==> src/rtl/axis_block_framer_pkg.sv <==
// Shared helpers for the AXI-Stream block framer.
//
// cnt_width(n)   : width of an index counter for a dimension of size n,
//                  max(1, $clog2(n)) so that a size-1 dimension still has
//                  a (constant-zero) one-bit counter.
// elem_width(w)  : width of one buffered element {last, data[w-1:0]}.
//
// Packages cannot take parameters, so the element struct itself
// (elem_t {logic last; logic [WIDTH-1:0] data}) is declared next to WIDTH in
// the top module. elem_width() gives its packed width, which the skid buffer
// uses as DATA_W.
package axis_block_framer_pkg;

    function automatic int unsigned cnt_width(input int n);
        return (n <= 1) ? 1 : $clog2(n);
    endfunction

    function automatic int unsigned elem_width(input int w);
        return w + 1;
    endfunction

endpackage

==> src/rtl/axis_skid_buffer.sv <==
// Two-entry AXI-Stream skid buffer.
//
// The main register drives the output. The skid register catches one beat
// that was accepted while main was full and not draining. in_ready_o is
// registered: it is simply "skid empty".
//
// Ports:
//   clk_i, rst_ni          clock, asynchronous active-low reset
//   in_data_i/valid_i      upstream beat
//   in_ready_o             upstream ready (registered)
//   out_data_o/valid_o     downstream beat (main register)
//   out_ready_i            downstream ready
module axis_skid_buffer #(
    parameter int unsigned DATA_W = 9
) (
    input  logic              clk_i,
    input  logic              rst_ni,
    input  logic [DATA_W-1:0] in_data_i,
    input  logic              in_valid_i,
    output logic              in_ready_o,
    output logic [DATA_W-1:0] out_data_o,
    output logic              out_valid_o,
    input  logic              out_ready_i
);

    logic              main_valid_q, main_valid_d;
    logic [DATA_W-1:0] main_data_q, main_data_d;
    logic              skid_valid_q, skid_valid_d;
    logic [DATA_W-1:0] skid_data_q, skid_data_d;

    logic in_hs;
    logic out_hs;

    assign in_ready_o  = !skid_valid_q;
    assign out_valid_o = main_valid_q;
    assign out_data_o  = main_data_q;

    assign in_hs  = in_valid_i && in_ready_o;
    assign out_hs = main_valid_q && out_ready_i;

    always_comb begin
        main_valid_d = main_valid_q;
        main_data_d  = main_data_q;
        skid_valid_d = skid_valid_q;
        skid_data_d  = skid_data_q;

        if (out_hs) begin
            if (skid_valid_q) begin
                // Skid full means in_ready_o is low, so no input beat competes.
                main_data_d  = skid_data_q;
                main_valid_d = 1'b1;
                skid_valid_d = 1'b0;
            end else if (in_hs) begin
                main_data_d  = in_data_i;
                main_valid_d = 1'b1;
            end else begin
                main_valid_d = 1'b0;
            end
        end else if (in_hs) begin
            if (!main_valid_q) begin
                main_data_d  = in_data_i;
                main_valid_d = 1'b1;
            end else begin
                skid_data_d  = in_data_i;
                skid_valid_d = 1'b1;
            end
        end
    end

    always_ff @(posedge clk_i or negedge rst_ni) begin
        if (!rst_ni) begin
            main_valid_q <= 1'b0;
            main_data_q  <= '0;
            skid_valid_q <= 1'b0;
            skid_data_q  <= '0;
        end else begin
            main_valid_q <= main_valid_d;
            main_data_q  <= main_data_d;
            skid_valid_q <= skid_valid_d;
            skid_data_q  <= skid_data_d;
        end
    end

endmodule

==> src/rtl/axis_block_framer.sv <==
// AXI-Stream block framer.
//
// Walks a BDIM0 x BDIM1 x BDIM2 block (outer to inner) over a flat input
// stream, marks the last element of every block with tlast and forwards the
// stream through a two-entry skid buffer.
//
// Ports:
//   ap_clk, ap_rst_n         clock, asynchronous active-low reset
//   s_axis_tdata/tvalid      input element
//   s_axis_tready            input ready (registered)
//   m_axis_tdata/tvalid/tlast output element with computed block-last
//   m_axis_tready            downstream ready
//   blk_count                completed blocks accepted at the input (wraps)
//   busy                     mid-block or buffer holding data
//
// Optional build macro AXIS_BLOCK_FRAMER_CHK_EN adds:
//   s_axis_tlast             upstream's own idea of block-last
//   err_align                sticky flag: upstream tlast disagreed with the
//                            computed last on some accepted element
module axis_block_framer
    import axis_block_framer_pkg::*;
#(
    parameter int unsigned WIDTH = 8,
    parameter int unsigned BDIM0 = 224,
    parameter int unsigned BDIM1 = 224,
    parameter int unsigned BDIM2 = 3,
    parameter int unsigned CNT_W = 16
) (
    input  logic             ap_clk,
    input  logic             ap_rst_n,
    input  logic [WIDTH-1:0] s_axis_tdata,
    input  logic             s_axis_tvalid,
`ifdef AXIS_BLOCK_FRAMER_CHK_EN
    input  logic             s_axis_tlast,
`endif
    output logic             s_axis_tready,
    output logic [WIDTH-1:0] m_axis_tdata,
    output logic             m_axis_tvalid,
    input  logic             m_axis_tready,
    output logic             m_axis_tlast,
    output logic [CNT_W-1:0] blk_count,
`ifdef AXIS_BLOCK_FRAMER_CHK_EN
    output logic             err_align,
`endif
    output logic             busy
);

    localparam int unsigned W0 = cnt_width(int'(BDIM0));
    localparam int unsigned W1 = cnt_width(int'(BDIM1));
    localparam int unsigned W2 = cnt_width(int'(BDIM2));
    localparam int unsigned EW = elem_width(int'(WIDTH));

    localparam logic [W0-1:0] I0_MAX = W0'(BDIM0 - 1);
    localparam logic [W1-1:0] I1_MAX = W1'(BDIM1 - 1);
    localparam logic [W2-1:0] I2_MAX = W2'(BDIM2 - 1);

    typedef struct packed {
        logic             last;
        logic [WIDTH-1:0] data;
    } elem_t;

    logic [W0-1:0]    i0_q, i0_d;
    logic [W1-1:0]    i1_q, i1_d;
    logic [W2-1:0]    i2_q, i2_d;
    logic [CNT_W-1:0] blk_count_q, blk_count_d;

    logic  i0_max, i1_max, i2_max;
    logic  last_comb;
    logic  in_hs;
    elem_t in_elem;
    elem_t out_elem;

    assign in_hs = s_axis_tvalid && s_axis_tready;

    // A size-1 dimension has I*_MAX = 0, so its counter never leaves 0 and
    // always reads as "at maximum".
    assign i0_max    = (i0_q == I0_MAX);
    assign i1_max    = (i1_q == I1_MAX);
    assign i2_max    = (i2_q == I2_MAX);
    assign last_comb = i0_max && i1_max && i2_max;

    always_comb begin
        i0_d        = i0_q;
        i1_d        = i1_q;
        i2_d        = i2_q;
        blk_count_d = blk_count_q;

        if (in_hs) begin
            i2_d = i2_max ? '0 : i2_q + 1'b1;
            if (i2_max) begin
                i1_d = i1_max ? '0 : i1_q + 1'b1;
                if (i1_max) begin
                    i0_d = i0_max ? '0 : i0_q + 1'b1;
                end
            end
            if (last_comb) begin
                blk_count_d = blk_count_q + 1'b1;
            end
        end
    end

    always_ff @(posedge ap_clk or negedge ap_rst_n) begin
        if (!ap_rst_n) begin
            i0_q        <= '0;
            i1_q        <= '0;
            i2_q        <= '0;
            blk_count_q <= '0;
        end else begin
            i0_q        <= i0_d;
            i1_q        <= i1_d;
            i2_q        <= i2_d;
            blk_count_q <= blk_count_d;
        end
    end

    assign in_elem.last = last_comb;
    assign in_elem.data = s_axis_tdata;

    axis_skid_buffer #(
        .DATA_W (EW)
    ) u_skid (
        .clk_i       (ap_clk),
        .rst_ni      (ap_rst_n),
        .in_data_i   (in_elem),
        .in_valid_i  (s_axis_tvalid),
        .in_ready_o  (s_axis_tready),
        .out_data_o  (out_elem),
        .out_valid_o (m_axis_tvalid),
        .out_ready_i (m_axis_tready)
    );

    assign m_axis_tdata = out_elem.data;
    assign m_axis_tlast = out_elem.last;
    assign blk_count    = blk_count_q;

    // Skid can only be full while main is full, so !s_axis_tready never adds
    // a case on its own; it is kept to make "buffer non-empty" explicit.
    assign busy = (i0_q != '0) || (i1_q != '0) || (i2_q != '0) ||
                  m_axis_tvalid || !s_axis_tready;

`ifdef AXIS_BLOCK_FRAMER_CHK_EN
    logic err_align_q;

    always_ff @(posedge ap_clk or negedge ap_rst_n) begin
        if (!ap_rst_n) begin
            err_align_q <= 1'b0;
        end else if (in_hs && (s_axis_tlast != last_comb)) begin
            err_align_q <= 1'b1;
        end
    end

    assign err_align = err_align_q;
`endif

endmodule

==> config.mk <==
export PLATFORM = sky130hd
export DESIGN_NAME = axis_block_framer
export DESIGN_NICKNAME = d
export VERILOG_FILES = /design/src/rtl/axis_block_framer_pkg.sv /design/src/rtl/axis_skid_buffer.sv /design/src/rtl/axis_block_framer.sv
export SDC_FILE = /design/constraint.sdc
export NUM_CORES = 1
export LEC_CHECK = 0
export BUFFER_PORTS_ARGS = -buffer_cell sky130_fd_sc_hd__buf_2
export CORE_UTILIZATION = 56
export CTS_CLUSTER_DIAMETER = 200
export DETAILED_ROUTE_END_ITERATION = 8
export PLACE_DENSITY = 0.91
export SYNTH_ARGS = -nofsm -noshare
export SYNTH_HDL_FRONTEND = slang
export SYNTH_SLANG_ARGS = --single-unit
==> constraint.sdc <==
create_clock -name ap_clk -period 2.2 [get_ports ap_clk]
set_input_delay 0.22 -clock ap_clk [delete_from_list [all_inputs] [get_ports ap_clk]]
set_output_delay 0.22 -clock ap_clk [all_outputs]
set_load 0.02 [all_outputs]
* After elaboration in Yosys (flattened, before gate mapping)
Cells that the tools add are included.
** Storage, ports and cells
- Register bits after elaboration :: 54
- Latch bits :: 0
- RAM bits :: 0
- Memory bits (read-only) :: 0
- Input bits :: 12
- Memories kept :: 0
** Cells by class
- $add $sub $neg :: 4
- Multipliers :: 0
- Divide/modulo/power cells :: 0
- Magnitude comparators :: 0
- Eq/ne operators :: 4
- Shift operators :: 0
- Muxes and demuxes :: 15
- Bitwise logic cells :: 1
- Reductions and logical operators :: 21
** Operators with widths (count)
- $mux 9 :: 5
- $add 16x1->16 const B :: 1
- $add 8x1->8 const B :: 2
- $eq 8x8->1 const B :: 2
- $mux 8 :: 2
- $reduce_bool 8->1 :: 2
- $reduce_and 3->1 :: 3
- $reduce_bool 2->1 :: 4
- $mux 1 :: 7
- $reduce_and 2->1 :: 3
- $logic_and 1x1->1 :: 4
- $logic_or 1x1->1 :: 4
- $add 2x1->2 const B :: 1
- $eq 2x2->1 const B :: 1
- $mux 2 :: 1
- $ne 2x2->1 const B :: 1
- $logic_not 1->1 :: 1
- $not 1->1 :: 1

* Depth between registers and ports, before layout
Gate-level depths: netlist of the first run.
- Depth in word-level cells :: 6
- Gate-level depth with buffers :: 6
- Mapped depth without buffers :: 5

* Cells and area by module
From an unflattened synthesis of the first run, not the netlist that was laid out.
** Second synthesis, totals
- Cell total of the unflattened synthesis :: 267
- Area total of the unflattened synthesis :: 2798.9 µm²
** By module, submodules not included
- axis_block_framer :: instances 1, cells an instance 176, area each 1820.5 µm²
- axis_skid_buffer :: instances 1, cells an instance 91, area each 978.4 µm²

* Least setup slack after synthesis of the first run
No wires, ideal clock.
- Kind :: reg-to-reg
- Start point :: reg i0_q[0]
- End point :: reg blk_count_q[13], in the netlist blk_count[13]
- Setup time :: 0.129 ns
- Arrival time :: 1.558 ns
- Data required time :: 2.071 ns
- Setup slack :: 0.513 ns
- Stages on the path, launching flop included :: 6
- Cells stage by stage :: dfrtp_1 ha_1 nand4b_1 nor4_4 nand4_1 xnor2_1
** Between the ends
- Word-level cells in the longest chain between the ends :: 4
** Ends and longest elaborated chain
- from (decl) :: RTL line axis_block_framer.sv:62 : logic [W0-1:0] i0_q, i0_d;
- from (signal assigned) :: RTL line axis_block_framer.sv:109 : i0_q <= i0_d;
- $eq 8x8->1 :: RTL line axis_block_framer.sv:77 : assign i0_max = (i0_q == I0_MAX);
- $logic_and 1x1->1 (2 in series) :: RTL line axis_block_framer.sv:80 : assign last_comb = i0_max && i1_max && i2_max;
- $reduce_and 2->1 (no line)
- to (signal assigned) :: RTL line axis_block_framer.sv:112 : blk_count_q <= blk_count_d;
- to (decl) :: RTL line axis_block_framer.sv:65 : logic [CNT_W-1:0] blk_count_q, blk_count_d;
Every way passes these cells.
A chain may end at the register's enable or synchronous reset.

* Worst setup path in the final report of the first run
Ends and elaborated chain as after synthesis.

==> results.sh, run 1 <==
export IMPL_grtUsageTotal=0.224
export IMPL_grt_pass1_vias=1946
export IMPL_yosysWarningCount=0
export IMPL_achievable_frequency_mhz=506
export IMPL_path_clk_slew_ns=0.09
export IMPL_detailedPlacementHpwl_mm=3.63
export IMPL_crit_path_end_kind="flip-flop"
export IMPL_final_non_filler_cell_area_sq_um=3030
export IMPL_skew_ns=0.00616
export IMPL_finish_net_count=301
export IMPL_initial_utilization=0.598
export IMPL_power_ir_vdd_worst_uv=817
export IMPL_wl_mm=5.11
export IMPL_synthDistinctLibCells=39
export IMPL_nFillCells=334
export IMPL_drt_iter0_drc=123
export IMPL_totalNegativeSetupSlack_ns=0
export IMPL_fp_row_count=24
export IMPL_critical_path_required_ns=2.39
export IMPL_clock_latency_ns=0.30
export IMPL_synth_most_common_cell="sky130_fd_sc_hd__dfrtp_1"
export IMPL_timing_critical_path_cells="ha_1 -> nand4b_1 -> nor4_4 -> nand4_1 -> xnor2_1"
export IMPL_numClockSinks=54
export IMPL_power_per_cell_area_nw_per_um2=944
export IMPL_finalPower_uw=2860
export IMPL_failed_checks="design-rule violations"
export IMPL_transition_time_at_the_pin_with_the_least_slew_margin_ns=0.650
export IMPL_grt_setup_unrepaired="false"
export IMPL_dp_cells=329
export IMPL_grt_pass1_wl_mm=8.85
export IMPL_globalRoute_totalOverflow=0
export IMPL_report_final_setup_viol=0
export IMPL_crit_path_max_incr_delay_ns=0.52
export IMPL_area_of_the_core_sq_um=4470
export IMPL_synth_top_area_share=0.505
export IMPL_fp_dieArea_sq_um=5060
export IMPL_route_vias_total=1984
export IMPL_max_slew_margin_rel=0.567
export IMPL_grt_start_max_net_pins=55
export IMPL_boundaryPins=40
export IMPL_holdBufCountCts=0
export IMPL_total_leakage_power_uw=0.00151
export IMPL_layout_drive_gt1_share=0.260
export IMPL_crit_arrival_ns=2.17
export IMPL_final_antenna_net_count=0
export IMPL_outcome="finished with violations"
export IMPL_cts_buffers=5
export IMPL_mappedNetlistArea_sq_um=2680
export IMPL_number_of_levels_the_h_tree_was_split_into=2
export IMPL_reg2reg_setup_slack_ns=0.22
export IMPL_seq_area_frac_synth=0.505
export IMPL_clk_root_buffer_cell="sky130_fd_sc_hd__clkbuf_8"
export IMPL_crit_path_top_delay_cell="sky130_fd_sc_hd__nor4_4"
export IMPL_finalHoldViolCount=0
export IMPL_path_class="flip-flop to flip-flop"
export IMPL_area_growth_syn_to_layout_pct=13.1
export IMPL_syn_num_nets=257
export IMPL_hold_removal_path_class="primary input to async pin"
export IMPL_drc=3
export IMPL_gp_congestion=0.881
export IMPL_drt_wirelength_per_cell_um=15.2
export IMPL_synth_avg_cell_area_sq_um=11.1
export IMPL_crit_fanout=8
export IMPL_postSynthRegisterBits=54
export IMPL_synthArstFlopShare=1.00
export IMPL_period_needed_ns=1.98
export IMPL_die_width_um=71.1
export IMPL_synth_top_cell_by_area="sky130_fd_sc_hd__dfrtp_1"
export IMPL_synth_top_cells_by_count="54 x sky130_fd_sc_hd__dfrtp_1, 22 x sky130_fd_sc_hd__xnor2_1, 21 x sky130_fd_sc_hd__nand2_1"
export IMPL_setup_worst_path_start_class="flip-flop"
export IMPL_maxCapViolations=0
export IMPL_tritoncts="done"
export IMPL_drv_slew=0
export IMPL_netlist_top_cells_area="sky130_fd_sc_hd__dfrtp_1 51%, sky130_fd_sc_hd__xnor2_1 7.2%, sky130_fd_sc_hd__mux2_2 4.6%"
export IMPL_postSynth_topFlopCell="sky130_fd_sc_hd__dfrtp_1"
export IMPL_insertedDiodeCount=0
export IMPL_post_cts_buffers=0
export IMPL_placedInstanceArea_sq_um=2930
export IMPL_min_period_over_period=0.898
export IMPL_clock_path_buffers=2
export IMPL_first_pass_iters=6
export IMPL_io_buffers=39
export IMPL_count_of_flip_flops_with_a_built_in_enable_after_synthesis=0
export IMPL_post_drt_via_cell_ratio=5.89
export IMPL_post_cts_resize_count=0
export IMPL_finished_core_util=0.676
export IMPL_syn_inst=240
export IMPL_instances_no_fill=337
export IMPL_die_y_um=71.1
export IMPL_number_of_antenna_violations_at_the_first_check_in_global_routing=0
[final cells by class]
type | instances | area (sq um) | share of cell area
flip-flops and latches | 54 | 1350 | 0.446
well taps | 52 | 65.1 | 0.0215
clock buffers | 6 | 82.6 | 0.0273
inverters | 9 | 33.8 | 0.0112
repair buffers | 45 | 240 | 0.0794
clock inverters | 2 | 12.5 | 0.00413
multi-input cells | 169 | 1240 | 0.410
[critical path, delay by kind of cell, from the launching register on]
family / cells / cell delay (ns)
and+or+nand+nor: 3 / 0.99
DFF: 1 / 0.44
xor gates and xnor gates: 1 / 0.16
adders and majority gates: 1 / 0.28
[stage by stage]
step / setup WS, ns / hold WS [ns]
finish: 0.224 / 0.0159
global route: 0.0312 / 0.0707
CTS: 0.232 / 0.0482
detailed placement: 0.293 / 0.379
global placement: 0.388 / 0.378
floorplan: 0.513 / -0.0756
[kinds of logic (layout without fill, tap and decap cells)]
family,after synthesis,in the layout,synth area share
multiplexers,19,19,0.0762
AND/OR/NAND/NOR,95,95,0.232
buffers and inverters,17,62,0.0309
XOR/XNOR,22,22,0.0720
flip-flops,54,54,0.505
adder cells (fa/ha/maj),5,5,0.0234
AO/OA/AOI/OAI,28,28,0.0599
[cells in the final DEF (no fill, tap or decap), types with 2 or more instances in the layout]
master / netlist / routed
sky130_fd_sc_hd__nor2_1: 15 / 15
sky130_fd_sc_hd__dfrtp_1: 54 / 54
sky130_fd_sc_hd__nor4b_1: 2 / 2
sky130_fd_sc_hd__o21ai_0: 7 / 7
sky130_fd_sc_hd__nor4_1: 6 / 6
sky130_fd_sc_hd__and3_1: 6 / 6
sky130_fd_sc_hd__nand3_1: 11 / 11
sky130_fd_sc_hd__nand4_1: 14 / 14
sky130_fd_sc_hd__a21o_1: 2 / 2
sky130_fd_sc_hd__nand2_1: 21 / 21
sky130_fd_sc_hd__mux2i_1: 8 / 8
sky130_fd_sc_hd__nor3_4: 2 / 2
sky130_fd_sc_hd__ha_1: 5 / 5
sky130_fd_sc_hd__clkbuf_8: 0 / 6
sky130_fd_sc_hd__buf_2: 2 / 39
sky130_fd_sc_hd__mux2_2: 11 / 11
sky130_fd_sc_hd__xnor2_1: 22 / 22
sky130_fd_sc_hd__a21oi_1: 14 / 14
sky130_fd_sc_hd__or3_1: 4 / 4
sky130_fd_sc_hd__nor4_4: 3 / 3
sky130_fd_sc_hd__inv_1: 9 / 9
sky130_fd_sc_hd__buf_4: 0 / 6
[routing by layer]
metal  share of wire  global-route usage
met3           0.038              0.0442
met2            0.50               0.385
met4           0.012              0.0689
met5               0                   0
met1            0.45               0.289
[power by group]
part	switching, uW	internal, uW	leakage (uW)
logic	482	375	0.000776
registers	209	1230	0.000689
clock network	312	253	0.0000472
total	1000	1850	0.00151
[final timing paths]
path / startpoint / to / depth (start not counted)
min in group ap_clk: m_axis_tready / u_skid.skid_valid_q / 2
max in group asynchronous: ap_rst_n / i1_q[0] / 2
worst max-delay path: i0_q[0] / blk_count[13] / 5
worst min register to register: blk_count[15] / blk_count[15] / 1
worst max register to register: i0_q[0] / blk_count[13] / 5
worst min-delay path: ap_rst_n / blk_count[2] / 2
[flip-flops by register name, summed over array words and instances, names as in the netlist]
register	flops
u_skid.out_valid_o	1
u_skid.out_data_o	9
u_skid.skid_valid_q	1
i1_q	8
u_skid.skid_data_q	9
i2_q	2
i0_q	8
blk_count	16
(Power assumes the default switching activity.)
==> inputs of run 2 (changes only) <==
==> constraint.sdc (replaced) <==
create_clock -name ap_clk -period 2.1 [get_ports ap_clk]
set_input_delay 0.21 -clock ap_clk [delete_from_list [all_inputs] [get_ports ap_clk]]
set_output_delay 0.21 -clock ap_clk [all_outputs]
set_load 0.02 [all_outputs]
==> run 2 against run 1 <==
  * The run still ends with design-rule violations left
  * Final cell count stayed put
  * Register-to-register slack better by 0.02 ns
  * Combinational power is 3.6% higher
  * Sequential power is 5% higher
  * Total power is 4.8% higher
  * Critical path depth is 1 higher
  * Largest cell class unchanged
  * Highest routed layer unchanged
==> results.sh, run 2 (same netlist as run 1, synthesis figures left out) <==
export IMPL_outcome="finished with violations"
export IMPL_failed_checks="design-rule violations"
export IMPL_setup_worst_path_start_class="flip-flop"
export IMPL_layout_drive_gt1_share=0.260
export IMPL_boundaryPins=40
export IMPL_grt_pass1_wl_mm=9.07
export IMPL_crit_arrival_ns=1.66
export IMPL_total_leakage_power_uw=0.00152
export IMPL_area_of_the_core_sq_um=4470
export IMPL_tritoncts="done"
export IMPL_met2_capacity_usage_during_global_routing=0.361
export IMPL_seqCellArea_sq_um=1350
export IMPL_max_slew_margin_rel=0.606
export IMPL_die_width_um=71.1
export IMPL_clock_latency_ns=0.31
export IMPL_fp_row_count=24
export IMPL_grtUsageTotal=0.229
export IMPL_finalPower_uw=2990
export IMPL_critPathLaunch="i0_q[0]"
export IMPL_top_usage_layer="met2"
export IMPL_grt_pass1_vias=1913
export IMPL_period_needed_ns=1.87
export IMPL_path_clk_slew_ns=0.10
export IMPL_initial_utilization=0.598
export IMPL_transition_time_at_the_pin_with_the_least_slew_margin_ns=0.589
export IMPL_drv_slew=0
export IMPL_layout_commonest_cell="sky130_fd_sc_hd__dfrtp_1"
export IMPL_grt_setup_unrepaired="false"
export IMPL_report_final_setup_viol=0
export IMPL_hold_removal_path_class="primary input to flip-flop"
export IMPL_drt_iter0_drc=135
export IMPL_first_pass_iters=7
export IMPL_reg2reg_setup_slack_ns=0.24
export IMPL_skew_ns=0.0145
export IMPL_power_ir_vdd_worst_uv=916
export IMPL_crit_path_end_kind="output port"
export IMPL_detailedPlacementHpwl_mm=3.83
export IMPL_worst_r2r_path_depth=5
export IMPL_grt_util_met1=0.323
export IMPL_power_per_cell_area_nw_per_um2=982
export IMPL_worstSetupEndpoint="busy"
export IMPL_wl_mm=5.25
export IMPL_drt_wirelength_per_cell_um=15.6
export IMPL_fp_dieArea_sq_um=5060
export IMPL_area_growth_syn_to_layout_pct=13.9
export IMPL_critical_path_required_ns=1.89
export IMPL_reg2reg_to="blk_count[15]"
export IMPL_clock_path_buffers=2
export IMPL_clk_root_buffer_cell="sky130_fd_sc_hd__clkbuf_8"
export IMPL_route_vias_total=2016
export IMPL_grt_start_max_net_pins=30
export IMPL_globalRoute_totalOverflow=0
export IMPL_post_drt_via_cell_ratio=5.98
export IMPL_number_of_flip_flops_under_the_largest_register_name=16
export IMPL_io_buffers=39
export IMPL_min_period_over_period=0.891
export IMPL_maxCapViolations=0
export IMPL_number_of_levels_the_h_tree_was_split_into=2
export IMPL_gp_congestion=0.882
export IMPL_number_of_antenna_violations_at_the_first_check_in_global_routing=0
export IMPL_totalNegativeSetupSlack_ns=0
export IMPL_crit_fanout=6
export IMPL_insertedDiodeCount=0
export IMPL_final_antenna_net_count=0
export IMPL_achievable_frequency_mhz=534
export IMPL_finalHoldViolCount=0
export IMPL_multi_input_comb_area_sq_um=1250
export IMPL_nFillCells=309
export IMPL_cts_buffers=5
export IMPL_global_route_usage_met3=0.0427
export IMPL_commonest_cells_after_routing_fill_and_taps_aside="54 x sky130_fd_sc_hd__dfrtp_1, 39 x sky130_fd_sc_hd__buf_2, 22 x sky130_fd_sc_hd__xnor2_1, 21 x sky130_fd_sc_hd__nand2_1, 15 x sky130_fd_sc_hd__nor2_1"
export IMPL_drc=3
export IMPL_die_y_um=71.1
export IMPL_finish_net_count=301
export IMPL_path_class="flip-flop to output port"
export IMPL_worstReg2RegStart="i0_q[0]"
export IMPL_numClockSinks=54
run 2: how the worst min path moves through the flow:
stage	cells past startpoint	start	end	slack, ns
detailed placement	1	ap_rst_n	blk_count[3]	0.25
global placement	1	ap_rst_n	blk_count[3]	0.24
CTS	2	m_axis_tready	u_skid.skid_valid_q	0.13
floorplan	0	ap_rst_n	blk_count[0]	-0.09
finish	2	s_axis_tdata[2]	u_skid.skid_data_q[2]	0.14
global route	2	s_axis_tdata[2]	u_skid.skid_data_q[2]	0.14
run 2: metal layers:
layer  routed length [um]  vias to the layer above
li1                     -                      957
met1                 2330                      981
met2                 2600                       72
met3                  255                        6
met4                   62                        0
met5                    0                        -
run 2: cell type report:
class / instances / share of cell area
well taps: 52 / 0.0213
repair buffers: 45 / 0.0837
multi-input cells: 169 / 0.409
clock buffers: 6 / 0.0271
flip-flops and latches: 54 / 0.443
inverters: 9 / 0.0111
clock inverters: 2 / 0.00411
run 2: where the power goes:
group	switching, uW	internal [uW]
clock network	337	266
logic	502	387
registers	217	1280
run 2: critical path: stages, from the launching register on:
cell and delay, ns:
sky130_fd_sc_hd__dfrtp_1 0.47, sky130_fd_sc_hd__inv_1 0.09, sky130_fd_sc_hd__ha_1 0.21, sky130_fd_sc_hd__nor4b_2 0.15
sky130_fd_sc_hd__and3_1 0.19, sky130_fd_sc_hd__nand3_1 0.07, sky130_fd_sc_hd__buf_2 0.16
run 2: repair_timing:
action / in CTS / in global routing
hold buffers: 1 / 0
endpoints found under the hold margin: 25 / 0
buffers inserted: 0 / 0
gates resized for setup: 0 / 1
setup endpoints to repair: 0 / 5
run 2: per-stage QoR:
step	worst slack, ns	utilization	cells	hold WS (ns)	cell area (sq um)
after floorplan	0.413	-	240	-0.0856	2680
after global routing	0.0559	0.681	337	0.145	3050
final	0.228	0.681	337	0.139	3050
after detailed placement	0.172	0.656	328	0.246	2940
after global placement	0.333	0.656	328	0.242	2940
after CTS	0.135	0.680	337	0.131	3040
